## src/rtl/pong_renderer.sv

```systemverilog
// VGA-style Pong frame renderer: raster counters, sync generation and a
// per-pixel colour mux fed from a once-per-frame snapshot of the game state.
module pong_renderer #(
  parameter int H_ACTIVE     = 640,
  parameter int H_FP         = 16,
  parameter int H_SYNC       = 96,
  parameter int H_BP         = 48,
  parameter int V_ACTIVE     = 480,
  parameter int V_FP         = 10,
  parameter int V_SYNC       = 2,
  parameter int V_BP         = 33,
  parameter int PAD_WIDTH    = 8,
  parameter int PAD_HEIGHT   = 64,
  parameter int PAD_DISTANCE = 16
) (
  input  logic        clk,
  input  logic        rst,
  input  logic        pix_en,
  input  logic [11:0] pad_left,
  input  logic [11:0] pad_right,
  input  logic [11:0] ball_x,
  input  logic [11:0] ball_y,
  output logic        hsync,
  output logic        vsync,
  output logic [2:0]  rgb,
  output logic        frame_start
);
  localparam int H_TOTAL = H_ACTIVE + H_FP + H_SYNC + H_BP;
  localparam int V_TOTAL = V_ACTIVE + V_FP + V_SYNC + V_BP;
  localparam int HW = $clog2(H_TOTAL);
  localparam int VW = $clog2(V_TOTAL);

  localparam logic signed [13:0] ONE   = 14'sd1;
  localparam logic signed [13:0] HALF  = 14'(PAD_HEIGHT / 2);
  localparam logic signed [13:0] LP_X0 = 14'(PAD_DISTANCE);
  localparam logic signed [13:0] LP_X1 = 14'(PAD_DISTANCE + PAD_WIDTH - 1);
  localparam logic signed [13:0] RP_X0 = 14'(H_ACTIVE - PAD_DISTANCE - PAD_WIDTH);
  localparam logic signed [13:0] RP_X1 = 14'(H_ACTIVE - PAD_DISTANCE - 1);

  logic [HW-1:0] h_q, h_d;
  logic [VW-1:0] v_q, v_d;
  logic [11:0]   pl_q, pr_q, bx_q, by_q;
  logic          hs_q, hs_d, vs_q, vs_d;
  logic [2:0]    rgb_q, rgb_d;
  logic          latch_hit;

  assign latch_hit   = (h_q == '0) && (v_q == VW'(V_ACTIVE));
  assign frame_start = pix_en && !rst && latch_hit;

  always_comb begin
    h_d = h_q + 1'b1;
    v_d = v_q;
    if (h_q == HW'(H_TOTAL - 1)) begin
      h_d = '0;
      v_d = (v_q == VW'(V_TOTAL - 1)) ? '0 : v_q + 1'b1;
    end
  end

  // Game space: 14-bit signed so pad/ball bounds near the edges never wrap.
  logic signed [13:0] x_s, y_s, plc, prc, bxc, byc;
  logic               in_lpad, in_rpad, in_ball, in_net, active;

  always_comb begin
    x_s = $signed(14'(h_q));
    y_s = $signed(14'(V_ACTIVE - 1)) - $signed(14'(v_q));
    plc = $signed({2'b00, pl_q});
    prc = $signed({2'b00, pr_q});
    bxc = $signed({2'b00, bx_q});
    byc = $signed({2'b00, by_q});

    in_lpad = (x_s >= LP_X0) && (x_s <= LP_X1) && (y_s >= plc - HALF) && (y_s <= plc + HALF);
    in_rpad = (x_s >= RP_X0) && (x_s <= RP_X1) && (y_s >= prc - HALF) && (y_s <= prc + HALF);
    in_ball = (x_s >= bxc - ONE) && (x_s <= bxc + ONE) && (y_s >= byc - ONE) && (y_s <= byc + ONE);
    in_net  = (h_q == HW'(H_ACTIVE / 2)) && !v_q[3];
    active  = (h_q < HW'(H_ACTIVE)) && (v_q < VW'(V_ACTIVE));

    rgb_d = 3'b000;
    if (active) begin
      if (in_ball)                 rgb_d = 3'b110;
      else if (in_lpad || in_rpad) rgb_d = 3'b111;
      else if (in_net)             rgb_d = 3'b010;
    end

    hs_d = !((h_q >= HW'(H_ACTIVE + H_FP)) && (h_q < HW'(H_ACTIVE + H_FP + H_SYNC)));
    vs_d = !((v_q >= VW'(V_ACTIVE + V_FP)) && (v_q < VW'(V_ACTIVE + V_FP + V_SYNC)));
  end

  always_ff @(posedge clk) begin
    if (rst) begin
      h_q   <= '0;
      v_q   <= '0;
      hs_q  <= 1'b1;
      vs_q  <= 1'b1;
      rgb_q <= 3'b000;
      // Reset snapshot centres everything on screen (240/320/240 at defaults).
      pl_q  <= 12'(V_ACTIVE / 2);
      pr_q  <= 12'(V_ACTIVE / 2);
      bx_q  <= 12'(H_ACTIVE / 2);
      by_q  <= 12'(V_ACTIVE / 2);
    end else if (pix_en) begin
      h_q   <= h_d;
      v_q   <= v_d;
      hs_q  <= hs_d;
      vs_q  <= vs_d;
      rgb_q <= rgb_d;
      if (latch_hit) begin
        pl_q <= pad_left;
        pr_q <= pad_right;
        bx_q <= ball_x;
        by_q <= ball_y;
      end
    end
  end

  assign hsync = hs_q;
  assign vsync = vs_q;
  assign rgb   = rgb_q;
endmodule

```

## config.mk

```make
export PLATFORM = sky130hd
export DESIGN_NAME = pong_renderer
export DESIGN_NICKNAME = d
export VERILOG_FILES = /design/src/rtl/pong_renderer.sv
export SDC_FILE = /design/constraint.sdc
export NUM_CORES = 1
export LEC_CHECK = 0
export CORE_MARGIN = 1.5
export CORE_UTILIZATION = 63
export CTS_CLUSTER_DIAMETER = 60
export CTS_CLUSTER_SIZE = 10
export DETAILED_ROUTE_END_ITERATION = 8
export PLACE_DENSITY_LB_ADDON = 0.2
export REMOVE_ABC_BUFFERS = 1
export SYNTH_ARGS = -nofsm -noshare
export SYNTH_HDL_FRONTEND = slang
export SYNTH_SLANG_ARGS = --single-unit
```

## constraint.sdc

```tcl
create_clock -name clk -period 9 [get_ports clk]
set_input_delay 1.8 -clock clk [delete_from_list [all_inputs] [get_ports clk]]
set_output_delay 1.8 -clock clk [all_outputs]
set_load 0.005 [all_outputs]
```

### Yosys cells after proc, flatten, opt, wreduce, memory -nomap -nowiden

Index checks and enable logic that the tools add are counted.
Widths: inputs -> output; s select.

* bits in registers: 73
* output and inout bits: 6
* logic and storage cells: 72
* input port bits: 51

* reductions and logical operators: 24
* mux-type cells: 6
* equality and inequality tests: 4
* add/sub/neg operators: 11
* $lt $le $gt $ge: 18

Operator list (number)
* $ge 11x13->1: 4
* $le 11x14->1: 3
* $add 12x1->13 const B: 2
* $add 12x6->13 const B: 2
* $sub 12x1->13 const B: 2
* $sub 12x6->13 const B: 2
* $add 10x1->10 const B: 2
* $eq 10x10->1 const B: 2
* $eq 10x9->1 const B: 2
* $ge 10x10->1 const B: 2
* $lt 10x10->1 const B: 2
* $lt 10x9->1 const B: 2
* $mux 10: 2
* $logic_and 1x1->1: 16
* $le 10x13->1: 1
* $sub 9x10->11 const A: 1
* $ge 10x5->1 const B: 1
* $ge 10x9->1 const B: 1
* $le 10x10->1 const B: 1
* $le 10x5->1 const B: 1
* $logic_not 10->1: 1
* $mux 3: 3
* $logic_not 1->1: 4
* $reduce_and 2->1: 2
* 2 further kinds: 2

### Logic depth before layout (Yosys ltp)

Gate-level depths: netlist of the first run.

* depth after elaboration: 8
* depth in mapped cells: 13
* mapped depth without buffers: 13

### Worst setup path after synthesis of the first run

No wires, ideal clock.

* kind: input-to-output
* from: input port pix_en
* to: output port frame_start
* path slack: 4729 ps
* arrival time: 2471 ps
* data required time: 7200 ps
* cell stages on the path: 5
* path through: buf_4 -> inv_2 -> nor4_1 -> nand4_1 -> nor2_1

* longest elaborated chain between the ends: 2

RTL lines
* start: declaration: RTL line 18 `input logic pix_en,`
* $logic_and 1x1->1 (2 in series): RTL line 48 `assign frame_start = pix_en && !rst && latch_hit;`
* end: declaration: RTL line 26 `output logic frame_start`

No other way between the ends.

### Worst setup path in the final report of the first run

Ends and elaborated chain as after synthesis.

==> impl_metrics.json, run 1 <==
{
  "port_buffers": 56,
  "dp_hpwl_um": 10800,
  "antenna_found_initial": 0,
  "post-synth-top-area-fraction_pct": 24.5,
  "critical_path_buf_inv_count": 3,
  "crit_fanout": 8,
  "p_per_area_nw_per_um2": 100,
  "drt_iter0_drc": 316,
  "critPathLaunchType": "input port",
  "pwr-share-clk_pct": 45.5,
  "coreArea_um2": 9200,
  "cts-root-buf": "clkbuf_8",
  "drc_errors": 0,
  "power_frac_comb_pct": 6.1,
  "chipWidth_um": 100,
  "dieArea_um2": 10100,
  "cts_resized": 0,
  "fin_nets": 924,
  "netlist_area_um2": 5970,
  "hold_viol": 0,
  "hold_class": "reg -> reg",
  "cts_tree": "built",
  "crit_family": "buffers and inverters",
  "syn_area_per_cell_um2": 7.83,
  "track_usage_pct": 29.3,
  "drt_wl_total_um": 14400,
  "synth-edff-count": 0,
  "power_frac_seq_pct": 48.4,
  "ir_drop_uv": 80.4,
  "synthArstFlopShare_pct": 0,
  "status": "complete, no violations",
  "seqCellArea_um2": 1460,
  "synth_area_leaders": "dfxtp_1, ha_1, nand2_1",
  "clock-sinks": 73,
  "htreeDepth": 3,
  "synth_common_cells": "nand2_1, ha_1, dfxtp_1, nor2_1, a21oi_1",
  "gr-total-overflow": 0,
  "grt_pass1_vias": 5250,
  "clockBufferDepth": 2,
  "initial_core_util_pct": 65.0,
  "gp_congestion": 0.871,
  "ys_warn_count": 0,
  "nFillCells": 719,
  "synth_flop_cell": "dfxtp_1",
  "report.final.slew_viol_count": 0,
  "fin_skew_ns": 0.0101,
  "hold_ws_ns": 0.463,
  "syn2layout_area_growth_pct": 12.1,
  "antenna_cells": 0,
  "crit_top_cell": "clkdlybuf4s50_1",
  "synthCells": 763,
  "period_needed_ns": 5.47,
  "yosysUniqueCellTypes": 63,
  "grt.met1_usage_pct": 36.3,
  "synth_top_area_cell": "dfxtp_1",
  "worst_slew_pin_slew_ns": 0.967,
  "clk_latency_ns": 0.35,
  "vias_per_cell": 6.08,
  "rsz0062_at_grt": "no",
  "ctsHoldBuffers": 0,
  "grtUsageMet3_pct": 3.41,
  "slowest_stage": "clkdlybuf4s50_1",
  "fin_crit_sh_pct": 60.8,
  "via_count": 5475,
  "busiest_layer": "met2",
  "drive_gt1_share_pct": 3.68,
  "timing.fmax_mhz": 183,
  "yosysMostFrequentCell": "nand2_1",
  "fin_ws_ns": 3.53,
  "critical_path_class": "in -> out",
  "ys_ff_latch": 73,
  "cts_inserted_buffers": 9,
  "internal_power_w": 0.000517,
  "postCtsSetupRepairBufs": 0,
  "dp_slack_ns": 3.58,
  "cp.required_ns": 7.20,
  "arrival_ns": 3.67,
  "maxCapViolations": 0,
  "multiInputGateArea_um2": 4160,
  "grtUsageMet2_pct": 53.2,
  "fp.dieH_um": 100,
  "crit_chain": "clkdlybuf4s50_1, inv_2, nor4_1, nand4_1, nor2_1, clkdlybuf4s50_1",
  "clkTransAtPathRegs_ns": 0.09,
  "grt_max_degree": 63,
  "p_leak_nw": 2.67,
  "final_util_pct": 72.8,
  "p_switching_w": 0.000156,
  "setup_viol": 0,
  "slowest_delay_ns": 0.67,
  "pin_count": 57,
  "first_pass_iters": 5,
  "switching_share_pct": 23.2,
  "ys_seq_area_share_pct": 24.5,
  "grt_pass1_wl_um": 24000,
  "fin_setup_tns_ns": 0,
  "rows": 35,
  "end_kind": "primary output",
  "maxSlewHeadroom_pct": 35.6,
  "wl_per_cell_um": 16.1,
  "ant_nets": 0
}
## through the flow
stage / area, um2 / instances / total power (W)
after global routing: 6690 / 900 / 0.000693
final: 6690 / 900 / 0.000672
after floorplan: 5760 / 715 / 0.000344
after CTS: 6690 / 900 / 0.000673
after global placement: 6470 / 884 / 0.000373
after detailed placement: 6470 / 884 / 0.000374
## worst paths after layout
kind                            slack (ns)  cells after the start     from          end
worst max-delay path                  3.53                      6   pix_en  frame_start
worst min-delay path                  0.46                      2  pr_q[3]      pr_q[3]
worst max register to register        5.29                     11   v_q[5]       rgb[0]
worst min register to register        0.46                      2  pr_q[3]      pr_q[3]
## cell usage in the layout, fill, tap and decap left out, types with 6 or more instances in the layout
| cell | Yosys | final |
|---|---|---|
| a211o_1 | 9 | 9 |
| a21o_1 | 9 | 9 |
| a21oi_1 | 54 | 54 |
| and3_1 | 7 | 7 |
| and4_1 | 11 | 11 |
| clkbuf_8 | 0 | 10 |
| clkdlybuf4s50_1 | 0 | 55 |
| dfxtp_1 | 73 | 73 |
| ha_1 | 89 | 89 |
| inv_1 | 35 | 35 |
| nand2_1 | 124 | 124 |
| nand2b_1 | 6 | 6 |
| nand3_1 | 27 | 27 |
| nand3b_1 | 13 | 13 |
| nand4_1 | 12 | 12 |
| nor2_1 | 57 | 57 |
| nor3_1 | 20 | 20 |
| nor4_1 | 12 | 12 |
| o21ai_0 | 14 | 14 |
| xnor2_1 | 37 | 37 |
| xor2_1 | 33 | 33 |
## per-layer routing
metal | vias up | wire (um)
met5 | - | 0
met4 | 0 | 267
met3 | 23 | 866
met2 | 175 | 7200
met1 | 2566 | 6120
li1 | 2711 | -
## worst min-delay path, cell delays in order (launching register included)
cell and delay, ns:
dfxtp_1 0.32, nand2_1 0.05, a21oi_1 0.05
## cell families after synthesis
family	count (synthesis)	share of synthesized area [%]
XOR/XNOR	70	10.3
flip-flops	73	24.5
multiplexers	5	0.880
AND/OR/NAND/NOR	315	26.0
AO/OA/AOI/OAI	127	13.8
buffers and inverters	84	5.91
adder cells (fa/ha/maj)	89	18.6
## cell type report
cell class,count,share of cell area (%)
repair buffers,58,8.52
multi-input cells,606,62.1
flip-flops and latches,73,21.8
inverters,36,2.02
well taps,111,2.07
clock inverters,5,1.29
clock buffers,11,2.11
## state kept, by name (all words and copies together) (netlist names)
| name | count |
|---|---|
| vsync | 1 |
| v_q | 10 |
| rgb | 3 |
| hsync | 1 |
| pl_q | 12 |
| h_q | 10 |
| bx_q | 12 |
| by_q | 12 |
| pr_q | 12 |
## power by group through the flow
stage	Sequential, W	Combinational [W]	Clock, W
finish	0.000325	0.0000413	0.000306
global route	0.000326	0.0000445	0.000323
CTS	0.000325	0.0000412	0.000306
detailed placement	0.000333	0.0000408	0
global placement	0.000333	0.0000399	0
floorplan	0.000333	0.0000111	0
Power figures use the tool's default switching activity.
==> run 2: changes to the inputs <==
--- a/config.mk
+++ b/config.mk
@@ -6,7 +6,7 @@
 export NUM_CORES = 1
 export LEC_CHECK = 0
 export CORE_MARGIN = 1.5
-export CORE_UTILIZATION = 63
+export CORE_UTILIZATION = 59
 export CTS_CLUSTER_DIAMETER = 60
 export CTS_CLUSTER_SIZE = 10
 export DETAILED_ROUTE_END_ITERATION = 8
==> constraint.sdc (replaced) <==
create_clock -name clk -period 5.3 [get_ports clk]
set_input_delay 1.06 -clock clk [delete_from_list [all_inputs] [get_ports clk]]
set_output_delay 1.06 -clock clk [all_outputs]
set_load 0.005 [all_outputs]
==> impl_metrics.json, run 2 (synthesis results as in run 1) <==
{
  "gr-total-overflow": 0,
  "status": "complete, no violations",
  "hold_class": "reg -> reg",
  "worst_slew_pin_slew_ns": 0.864,
  "cts_inserted_buffers": 9,
  "initial_core_util_pct": 60.8,
  "htreeDepth": 3,
  "p_leak_nw": 2.65,
  "port_buffers": 56,
  "min-delay-start": "pr_q[2]",
  "antenna_found_initial": 0,
  "end_kind": "primary output",
  "drt_wl_total_um": 14800,
  "first_pass_iters": 5,
  "gp_congestion": 0.931,
  "postCtsSetupRepairBufs": 0,
  "fin_skew_ns": 0.0134,
  "final_cell_mix": "nand2_1, ha_1, dfxtp_1",
  "wl_per_cell_um": 16.1,
  "clkTransAtPathRegs_ns": 0.08,
  "cp.required_ns": 4.24,
  "slowest_stage": "clkdlybuf4s50_1",
  "crit_chain": "clkdlybuf4s50_1, inv_2, nor4_1, nand4_1, nor2_1, clkdlybuf4s50_1",
  "slowest_delay_ns": 0.67,
  "fin_nets": 925,
  "report.final.slew_viol_count": 0,
  "grt_pass1_wl_um": 25300,
  "critPathLaunchType": "input port",
  "drt_iter0_drc": 376,
  "setup_viol": 0,
  "arrival_ns": 2.90,
  "chipWidth_um": 104,
  "critical_path_buf_inv_count": 3,
  "crit_fanout": 8,
  "cts_tree": "built",
  "via_count": 5528,
  "clockBufferDepth": 2,
  "crit_top_cell": "clkdlybuf4s50_1",
  "hold_viol": 0,
  "crit_family": "buffers and inverters",
  "final_common_cell": "nand2_1",
  "hold_end": "pr_q[2]",
  "vias_per_cell": 5.99,
  "timing.fmax_mhz": 252,
  "rsz0062_at_grt": "no",
  "critical_path_class": "in -> out",
  "ir_drop_uv": 131,
  "ant_nets": 0,
  "maxSlewHeadroom_pct": 41.9,
  "hold_depth": 2,
  "fin_setup_tns_ns": 0,
  "cts_resized": 0,
  "pin_count": 57,
  "ctsHoldBuffers": 0,
  "ff2ff_path_depth": 11,
  "dp_hpwl_um": 11000,
  "reg2reg_to": "rgb[0]",
  "maxCapViolations": 0,
  "fin_crit_sh_pct": 74.8,
  "track_usage_pct": 28.5,
  "rows": 36,
  "timing.rr.start": "v_q[5]",
  "p_per_area_nw_per_um2": 160,
  "r2r_setup_slack_ns": 1.65,
  "fp.dieH_um": 104,
  "period_needed_ns": 3.96,
  "clk_latency_ns": 0.37,
  "grt_pass1_vias": 5412,
  "drc_errors": 0,
  "dieArea_um2": 10700,
  "clock-sinks": 73,
  "syn2layout_area_growth_pct": 12.1,
  "coreArea_um2": 9820,
  "drive_gt1_share_pct": 3.80,
  "hold_ws_ns": 0.453,
  "grt_max_degree": 62,
  "antenna_cells": 0,
  "cts-root-buf": "clkbuf_8"
}
-- run 2: changes by cell type in the layout (fill, tap and decap cells not counted), sizes merged --
cell      before  now
bufinv         2    1
clkinv         1    2
clkinvlp       0    2
inv           38   36
buf            3    4
-- run 2: worst min-delay path: cells and delay by family (launching register included) --
kind	cells	cell delay (ns)
and+or+nand+nor	1	0.05
AOI/OAI and AO/OA	1	0.05
DFF	1	0.31
-- run 2: layout make-up --
class | instances | area, um2
Multi-Input combinational cell | 606 | 4160
Fill cell | 855 | 3120
Sequential cell | 73 | 1460
Timing Repair Buffer | 59 | 578
Tap cell | 133 | 166
Clock buffer | 11 | 141
Inverter | 36 | 135
Clock inverter | 5 | 55.1
-- run 2: power breakdown --
part / switching [W] / total [W] / internal (W)
Clock: 0.000224 / 0.000452 / 0.000229
Combinational: 0.0000256 / 0.0000699 / 0.0000443
Sequential: 0.00000284 / 0.000553 / 0.000550
-- run 2: worst max path at each step --
| stage | start | cells past startpoint | end | slack (ns) |
|---|---|---|---|---|
| finish | pix_en | 6 | frame_start | 1.34 |
| global route | pix_en | 6 | frame_start | 1.15 |
| CTS | pix_en | 6 | frame_start | 1.34 |
| detailed placement | pix_en | 6 | frame_start | 1.35 |
| global placement | pix_en | 6 | frame_start | 1.38 |
| floorplan | pix_en | 6 | pl_q[4] | 2.01 |
-- run 2: per-layer routing --
layer / GRT usage (%) / vias to the layer above / wire (um)
met5: 0 / - / 0
met4: 8.63 / 0 / 170
met3: 4.91 / 17 / 858
met2: 48.8 / 170 / 7170
met1: 36.7 / 2610 / 6640
li1: - / 2731 / -
-- run 2: through the flow --
stage	power (W)	util, %	cells	setup WS, ns	area [um2]
after global placement	0.000633	66.2	907	1.38	6500
after global routing	0.00111	68.2	923	1.15	6700
after CTS	0.00108	68.2	923	1.34	6700
after detailed placement	0.000634	66.2	907	1.35	6500
after floorplan	0.000584	-	715	2.01	5760
final	0.00107	68.2	923	1.34	6700
